`src/rtl/hazard_sched_pkg.sv`:
```
// Shared definitions for the hazard_sched pipeline sequencing controller.
//   state_e     : sequencer state encoding (RUN / BR_WAIT), visible on sb_state
//   REG_ZERO    : architectural $zero; never produces or suffers a hazard
//   sb_entry_t  : one scoreboard slot {valid, dest}
package hazard_sched_pkg;

   typedef enum logic {
      ST_RUN     = 1'b0,
      ST_BR_WAIT = 1'b1
   } state_e;

   localparam logic [4:0] REG_ZERO = 5'd0;

   typedef struct packed {
      logic       valid;
      logic [4:0] dest;
   } sb_entry_t;

   // An operand can only hazard if it is actually read and is not $zero.
   function automatic logic reads_reg(input logic use_reg, input logic [4:0] r);
      return use_reg & (r != REG_ZERO);
   endfunction

endpackage

```
`src/rtl/hazard_sched_sb_shift.sv`:
```
// Destination-register scoreboard for the in-flight EX/MEM/WB instructions.
// Entry 0 is the EX occupant; the whole array shifts every cycle because the
// downstream stages never stall, and the oldest entry simply drops out.
// Two compare ports report whether a register is pending a write. With
// WB_BYPASS=1 the oldest slot is masked from the compare: the regfile writes
// before it reads, so the WB occupant is already visible to ID.
//   clk, rst          : clock, async active-high reset (clears all entries)
//   push_valid        : a regfile-writing instruction leaves ID this cycle
//   push_dest         : its destination register
//   rd_a, rd_b        : registers to look up
//   hit_a, hit_b      : register has a pending write in a compared slot
module hazard_sched_sb_shift
   import hazard_sched_pkg::*;
#(
   parameter int DEPTH     = 3,
   parameter int WB_BYPASS = 1
) (
   input  logic       clk,
   input  logic       rst,
   input  logic       push_valid,
   input  logic [4:0] push_dest,
   input  logic [4:0] rd_a,
   input  logic [4:0] rd_b,
   output logic       hit_a,
   output logic       hit_b
);

   localparam int CMP_N = (WB_BYPASS != 0) ? DEPTH - 1 : DEPTH;

   sb_entry_t [DEPTH-1:0] sb_q;
   sb_entry_t [DEPTH-1:0] sb_d;

   always_comb begin
      sb_d          = sb_q;
      sb_d[0].valid = push_valid & (push_dest != REG_ZERO);
      sb_d[0].dest  = push_dest;
      for (int i = 1; i < DEPTH; i++) begin
         sb_d[i] = sb_q[i-1];
      end
   end

   always_ff @(posedge clk or posedge rst) begin
      if (rst) begin
         sb_q <= '0;
      end else begin
         sb_q <= sb_d;
      end
   end

   always_comb begin
      hit_a = 1'b0;
      hit_b = 1'b0;
      for (int i = 0; i < DEPTH; i++) begin
         if ((i < CMP_N) && sb_q[i].valid && (sb_q[i].dest == rd_a)) hit_a = 1'b1;
         if ((i < CMP_N) && sb_q[i].valid && (sb_q[i].dest == rd_b)) hit_b = 1'b1;
      end
   end

endmodule

```
`src/rtl/hazard_sched.sv`:
```
// Pipeline sequencing controller for the 5-stage MIPS core (beside ID).
// Interlock-only: stalls PC and IF/ID on read-after-write hazards, injects
// ID/EX bubbles, and squashes wrong-path fetch while a branch resolves.
//   clk, rst                 : clock, async active-high reset
//   id_rs/id_rt, id_use_*    : source operands of the instruction in ID
//   id_wreg, id_dest         : ID instruction writes id_dest
//   id_branch                : ID instruction is a branch
//   br_resolve, br_taken     : branch outcome from EX/MEM (ignored in RUN)
//   pc_we, pc_sel            : PC load enable / load branch target
//   ifid_we, ifid_flush      : IF/ID load enable / load NOP (flush wins)
//   idex_bubble              : load NOP into ID/EX
//   sb_state                 : 0 = RUN, 1 = BR_WAIT
//   br_err                   : sticky branch-resolve timeout flag
//   stall_cnt, flush_cnt     : saturating RAW-stall / BR_WAIT cycle counts
//
// state    | meaning
// ---------+-----------------------------------------------------------
// RUN      | normal issue; stall on RAW, launch a branch into BR_WAIT
// BR_WAIT  | branch in flight; fetch squashed until resolve or timeout
module hazard_sched
   import hazard_sched_pkg::*;
#(
   parameter int DEPTH     = 3,
   parameter int WB_BYPASS = 1,
   parameter int BR_MAX    = 8,
   parameter int CNT_W     = 16
) (
   input  logic             clk,
   input  logic             rst,
   input  logic [4:0]       id_rs,
   input  logic [4:0]       id_rt,
   input  logic             id_use_rs,
   input  logic             id_use_rt,
   input  logic             id_wreg,
   input  logic [4:0]       id_dest,
   input  logic             id_branch,
   input  logic             br_resolve,
   input  logic             br_taken,
   output logic             pc_we,
   output logic             pc_sel,
   output logic             ifid_we,
   output logic             ifid_flush,
   output logic             idex_bubble,
   output logic             sb_state,
   output logic             br_err,
   output logic [CNT_W-1:0] stall_cnt,
   output logic [CNT_W-1:0] flush_cnt
);

   // Branch timer counts down from BR_MAX-1; terminal count 0 is the
   // BR_MAX-th BR_WAIT cycle.
   localparam logic [7:0] BR_TMR_INIT = 8'(BR_MAX - 1);

   state_e           state_q, state_d;
   logic [7:0]       br_tmr_q, br_tmr_d;
   logic             br_err_q, br_err_d;
   logic [CNT_W-1:0] stall_cnt_q, stall_cnt_d;
   logic [CNT_W-1:0] flush_cnt_q, flush_cnt_d;

   logic hit_rs, hit_rt;
   logic raw;
   logic sb_push;

   hazard_sched_sb_shift #(
      .DEPTH     (DEPTH),
      .WB_BYPASS (WB_BYPASS)
   ) u_sb (
      .clk        (clk),
      .rst        (rst),
      .push_valid (sb_push & id_wreg),
      .push_dest  (id_dest),
      .rd_a       (id_rs),
      .rd_b       (id_rt),
      .hit_a      (hit_rs),
      .hit_b      (hit_rt)
   );

   assign raw = (reads_reg(id_use_rs, id_rs) & hit_rs) |
                (reads_reg(id_use_rt, id_rt) & hit_rt);

   always_comb begin
      state_d     = state_q;
      br_tmr_d    = br_tmr_q;
      br_err_d    = br_err_q;
      stall_cnt_d = stall_cnt_q;
      flush_cnt_d = flush_cnt_q;
      pc_we       = 1'b0;
      pc_sel      = 1'b0;
      ifid_we     = 1'b0;
      ifid_flush  = 1'b0;
      idex_bubble = 1'b1;
      sb_push     = 1'b0;

      case (state_q)
         ST_RUN: begin
            if (raw) begin
               if (stall_cnt_q != '1) stall_cnt_d = stall_cnt_q + 1'b1;
            end else begin
               pc_we       = 1'b1;
               ifid_we     = 1'b1;
               idex_bubble = 1'b0;
               sb_push     = 1'b1;
               if (id_branch) begin
                  // Branch goes down the pipe; whatever was fetched behind
                  // it is wrong-path until it resolves.
                  pc_we      = 1'b0;
                  ifid_flush = 1'b1;
                  state_d    = ST_BR_WAIT;
                  br_tmr_d   = BR_TMR_INIT;
               end
            end
         end
         ST_BR_WAIT: begin
            ifid_we    = 1'b1;
            ifid_flush = 1'b1;
            if (flush_cnt_q != '1) flush_cnt_d = flush_cnt_q + 1'b1;
            if (br_resolve) begin
               pc_we   = 1'b1;
               pc_sel  = br_taken;
               state_d = ST_RUN;
            end else if (br_tmr_q == '0) begin
               // Give up on the branch and fall through so the core keeps
               // moving; br_err records that it happened.
               pc_we    = 1'b1;
               br_err_d = 1'b1;
               state_d  = ST_RUN;
            end else begin
               br_tmr_d = br_tmr_q - 1'b1;
            end
         end
         default: state_d = ST_RUN;
      endcase

      if (rst) begin
         pc_we       = 1'b0;
         pc_sel      = 1'b0;
         ifid_we     = 1'b0;
         ifid_flush  = 1'b0;
         idex_bubble = 1'b1;
      end
   end

   always_ff @(posedge clk or posedge rst) begin
      if (rst) begin
         state_q     <= ST_RUN;
         br_tmr_q    <= '0;
         br_err_q    <= 1'b0;
         stall_cnt_q <= '0;
         flush_cnt_q <= '0;
      end else begin
         state_q     <= state_d;
         br_tmr_q    <= br_tmr_d;
         br_err_q    <= br_err_d;
         stall_cnt_q <= stall_cnt_d;
         flush_cnt_q <= flush_cnt_d;
      end
   end

   assign sb_state  = (state_q == ST_BR_WAIT);
   assign br_err    = br_err_q;
   assign stall_cnt = stall_cnt_q;
   assign flush_cnt = flush_cnt_q;

endmodule

```
`config.mk`:
```
export PLATFORM = sky130hd
export DESIGN_NAME = hazard_sched
export DESIGN_NICKNAME = d
export VERILOG_FILES = /design/src/rtl/hazard_sched_pkg.sv /design/src/rtl/hazard_sched_sb_shift.sv /design/src/rtl/hazard_sched.sv
export SDC_FILE = /design/constraint.sdc
export NUM_CORES = 1
export LEC_CHECK = 0
export CELL_PAD_IN_SITES_DETAIL_PLACEMENT = 2
export CELL_PAD_IN_SITES_GLOBAL_PLACEMENT = 2
export CORE_UTILIZATION = 28
export DETAILED_ROUTE_END_ITERATION = 8
export PLACE_DENSITY = 0.74
export SKIP_CTS_REPAIR_TIMING = 1
export SYNTH_ARGS = -nofsm -noshare
export SYNTH_HDL_FRONTEND = slang
export SYNTH_SLANG_ARGS = --single-unit
export TNS_END_PERCENT = 100
```
`constraint.sdc`:
```
create_clock -name clk -period 2.2 [get_ports clk]
set_input_delay 0.44 -clock clk [delete_from_list [all_inputs] [get_ports clk]]
set_output_delay 0.44 -clock clk [all_outputs]
set_load 0.01 [all_outputs]
```
# Word level (Yosys, flattened, before mapping)
# Cells that the tools add are included.
dict set report totals {
  register_bits 54
  latch_bits 0
  mem_bits_rw 0
  mem_bits_ro 0
  output_inout_bits 39
  word_cells 75
  mem_count 0
}
dict set report classes {
  addsub 3
  mul 0
  div 0
  magnitude_cmp 0
  n_eq_ne 10
  shifts 0
  muxes 32
  bitwise_logic 9
  n_reduce_logical 12
}
# cell count
set ops {}
lappend ops {{16-bit by 1-bit adder with 16-bit output (second input constant)} 2}
lappend ops {{8-bit two-way mux} 4}
lappend ops {{16-bit inequality test (second input constant)} 2}
lappend ops {{1-bit two-way mux} 23}
lappend ops {{5-bit == test} 4}
lappend ops {{8-bit case mux with 2 select lines} 1}
lappend ops {{5-bit nonzero test} 3}
lappend ops {{8-bit logical NOT} 1}
lappend ops {{2-bit inequality test (second input constant)} 4}
lappend ops {{1-bit case mux with 2 select lines} 4}
lappend ops {{8-bit by 1-bit subtractor with 8-bit output (second input constant)} 1}
lappend ops {{1-bit AND} 6}
lappend ops {{3-bit AND reduction} 2}
lappend ops {{1-bit logical AND} 4}
lappend ops {{4-bit AND reduction} 1}
lappend ops {{1-bit inverter} 2}
lappend ops {{2-bit AND reduction} 1}
lappend ops {{1-bit OR} 1}

# Depth between registers and ports, before layout
dict set report depth {
  depth_word 10
  depth_mapped 8
  mapped_depth_nobuf 7
}

# Cells and area by module
# A second synthesis with hierarchy kept.
dict set report unflattened {
  cells_unflattened 252
  hier_area_um2 2725.1
}
# mod n_inst cells_each area_per_inst_um2
set by_module_without_submodules {}
lappend by_module_without_submodules {hazard_sched 1 207 2178.3}
lappend by_module_without_submodules {hazard_sched_sb_shift 1 45 546.8}

# Worst setup path before layout
# OpenSTA, ideal clock, no wires.
dict set report synth_path {
  path_kind {input-to-output}
  start {in rst}
  end {out pc_sel}
  arrival_ps 1993
  required_time_ps 1760
  slack_ps -233
  path_stages 2
  cell_sequence {inv_1 and4_1}
}
dict set report synth_via {
  elab_chain_cells 1
}
# element line_no
set synth_rtl {}
lappend synth_rtl {{start: declaration} hazard_sched.sv:29} ;# input logic rst,
lappend synth_rtl {{1-bit two-way mux} hazard_sched.sv:134} ;# if (rst) begin
lappend synth_rtl {{end: declaration} hazard_sched.sv:40} ;# output logic pc_sel,
# Every way passes these cells.

# Worst setup path in the final report
dict set report layout_path {
  start {in id_rt[2]}
  end {out ifid_flush}
}
dict set report layout_via {
  elab_chain_cells 9
  word_cells_on_any_way 13
  classes_between {eq/ne (2); mux (5); bitwise (3); reduce/logical (3)}
}
# element line_no
set layout_rtl {}
lappend layout_rtl {{start: declaration} hazard_sched.sv:31} ;# input logic [4:0] id_rt,
lappend layout_rtl {{5-bit == test} hazard_sched_sb_shift.sv:55} ;# if ((i < CMP_N) && sb_q[i].valid && (sb_q[i].dest == rd_b)) hit_b = 1'b1;
lappend layout_rtl {{1-bit logical AND} hazard_sched_sb_shift.sv:55}
lappend layout_rtl {{1-bit two-way mux (2 in a row)} hazard_sched_sb_shift.sv:55}
lappend layout_rtl {{1-bit AND (*)} hazard_sched.sv:79} ;# (reads_reg(id_use_rt, id_rt) & hit_rt);
lappend layout_rtl {{1-bit OR (*)} hazard_sched.sv:78} ;# assign raw = (reads_reg(id_use_rs, id_rs) & hit_rs) |
lappend layout_rtl {{1-bit two-way mux (*)} hazard_sched.sv:96} ;# if (raw) begin
lappend layout_rtl {{1-bit case mux with 2 select lines (*)} hazard_sched.sv:94} ;# case (state_q)
lappend layout_rtl {{1-bit two-way mux (*)} hazard_sched.sv:134}
lappend layout_rtl {{end: declaration} hazard_sched.sv:42} ;# output logic ifid_flush,
# Mark *: on every way between the ends. The rest lies on a longest branch, timed or not.

==> impl_metrics.py <==
metrics = {
    "final_layout": {
        "diodes": 0,
        "fillCellCount": 953,
        "final_cell_mix": "dfrtp_1, clkdlybuf4s50_1, xnor2_1",
        "layoutNonFillerInstCount": 452,
        "layout_commonest_cell": "dfrtp_1",
        "fin_util": 0.4265,
        "drive_above_1_share": 0.2064,
        "area_growth_pct": 44.68,
        "nets": 370,
    },
    "sta": {
        "rsz0062_at_grt": "true",
        "max_freq_mhz": 401.4,
        "tightest_slew_ps": 584.2,
        "timing.final.crit_period_ps": 2491,
        "finalMaxSlewViolations": 0,
        "fin_ws_ps": -291.4,
        "setup_violations": 23,
        "skew_ps": 10.38,
        "slew_headroom": 0.6097,
        "hold_viol_final": 0,
        "post-route-period-util": 1.132,
    },
    "critical_path": {
        "end_kind": "output pin",
        "startpoint_type": "input port",
        "critPathArrivalTime_ps": 2050,
        "cp_max_fo": 3,
        "crit_type": "input port to output pin",
        "cp.required_ps": 1760,
    },
    "global_routing": {
        "grt_max_degree": 44,
        "grt_use_total": 0.1587,
        "gr-total-overflow": 0,
        "grt_pass1_wl_mm": 12.23,
        "first_global_vias": 2509,
        "antenna_found_initial": 0,
    },
    "clock_tree": {
        "tritoncts": "built",
        "cts_sinks": 54,
        "clockRootBuffer": "clkbuf_8",
        "cts_made_buffers": 5,
        "path_clk_slew_ps": 90,
        "cts_htree_levels": 2,
        "cts.path.max_buffers": 2,
        "insertion_delay_ps": 300,
    },
    "placement": {
        "io_buffers": 61,
        "pre_cts_ws_ps": -937.3,
        "place_inst": 437,
        "hpwl_mm": 5.445,
        "place.gp.congestion": 0.7448,
    },
    "yosys": {
        "synth_cells": 244,
        "ys_seq_area_frac": 0.5155,
        "netlist_area_um2": 2621,
        "synth-seq-cells": 54,
        "synth_edf_count": 0,
        "avgSynthCellArea_um2": 10.74,
        "ys_warn_count": 0,
        "synthesis.nets": 271,
        "ys.flop_type": "dfrtp_1",
        "async_flop_share": 1.000,
        "yosys.cell_types.count": 35,
    },
    "drt": {
        "wl_per_cell_um": 16.69,
        "route.detailed.drc": 0,
        "wirelength_mm": 7.545,
        "ant_nets": 0,
        "avgViaCountPerCell": 4.794,
        "first_pass_iters": 3,
        "first_iter_violations": 53,
        "via_count": 2167,
    },
    "pwr": {
        "p_per_area_nw_per_um2": 672.9,
        "vdd_drop_max_mv": 0.5367,
        "total_leakage_power_nw": 1.694,
    },
    "die": {
        "fp.coreArea_um2": 8891,
        "ios": 62,
        "die_x_um": 98.76,
        "start_util": 0.2948,
        "rows": 34,
        "die_h_um": 98.76,
        "dieArea_um2": 9753,
    },
    "run": {
        "cap_violations": 0,
    },
    "min_path": {
        "hold_path.class": "flop to flop",
    },
    "run_status": {
        "violations": "negative setup slack",
        "outcome": "finished with violations",
    },
}
==> routing by layer <==
metal,vias up,track usage,share of wire
li1,1049,-,-
met1,1080,0.1961,0.45
met2,36,0.2905,0.53
met3,2,0.03050,0.022
met4,0,0.02526,0.0044
met5,-,0,0
==> area by class of cell <==
type / count / area [µm²] / share of cell area
Clock inverter: 1 / 8.758 / 0.002309
Sequential cell: 54 / 1351 / 0.3563
Multi-Input combinational cell: 180 / 1292 / 0.3408
Tap cell: 108 / 135.1 / 0.03563
Clock buffer: 7 / 86.33 / 0.02276
Inverter: 6 / 26.28 / 0.006928
Timing Repair Buffer: 96 / 892.1 / 0.2352
==> logic make-up (layout without fill, tap and decap cells) <==
group,after synthesis,count (layout),share of synthesized area
compound gates,19,19,0.05202
xor+xnor,49,49,0.1637
fa+ha+maj,4,4,0.01909
buf+inv,10,110,0.01718
flops,54,54,0.5155
mux,3,3,0.01289
simple gates,105,105,0.2196
==> final timing paths <==
kind,from,to,slack (ps),cells after the start
setup / recovery,id_rt[2],ifid_flush,-290,9
hold / removal,u_sb.sb_d[11],u_sb.sb_d[17],430,0
setup reg to reg,u_sb.sb_d[8],stall_cnt[1],-140,10
hold reg to reg,u_sb.sb_d[11],u_sb.sb_d[17],430,0
max in group asynchronous,rst,stall_cnt[12],990,4
min in group asynchronous,rst,flush_cnt[1],540,3
==> flip-flops by register name (all words and copies together), names as in the netlist <==
signal,flops
flush_cnt,16
stall_cnt,16
u_sb.sb_d,12
br_tmr_q,8
br_err,1
sb_state,1
==> report_power, final <==
group	total [mW]	leakage (nW)	switching (mW)	internal, mW
clock	0.587	0.0489	0.326	0.261
sequential	1.25	0.701	0.148	1.10
combinational	0.714	0.944	0.320	0.395
==> per-stage QoR <==
step / setup TNS (ps) / cell area [µm²] / hold slack, ps / power, mW
after floorplan: 0 / 2630 / 373.5 / 1.543
after global placement: -10890 / 3576 / 415.7 / 1.924
after detailed placement: -12730 / 3576 / 406.9 / 1.964
after CTS: -5539 / 3671 / 429.4 / 2.584
after global routing: -5178 / 3792 / 453.4 / 2.714
final: -2129 / 3792 / 432.5 / 2.552
==> worst max-delay path: stages <==
cell and delay, ps:
buf_6 90, or4_4 510, o21a_1 220, a32oi_4 250
buf_6 150, buf_6 80, a21oi_2 40, nor2_1 120
buf_2 150
==> cells in the mapped netlist (4+ instances only) <==
master / count / share of area
xor2_1: 8 / 0.027
nand2_1: 21 / 0.030
nand3_1: 19 / 0.036
nand4_1: 14 / 0.033
and3_1: 6 / 0.014
dfrtp_1: 54 / 0.52
ha_1: 4 / 0.019
o21ai_0: 6 / 0.011
nor2_1: 15 / 0.021
nor3_1: 5 / 0.0095
inv_1: 6 / 0.0086
xnor2_1: 41 / 0.14
Power figures use the tool's default switching activity.
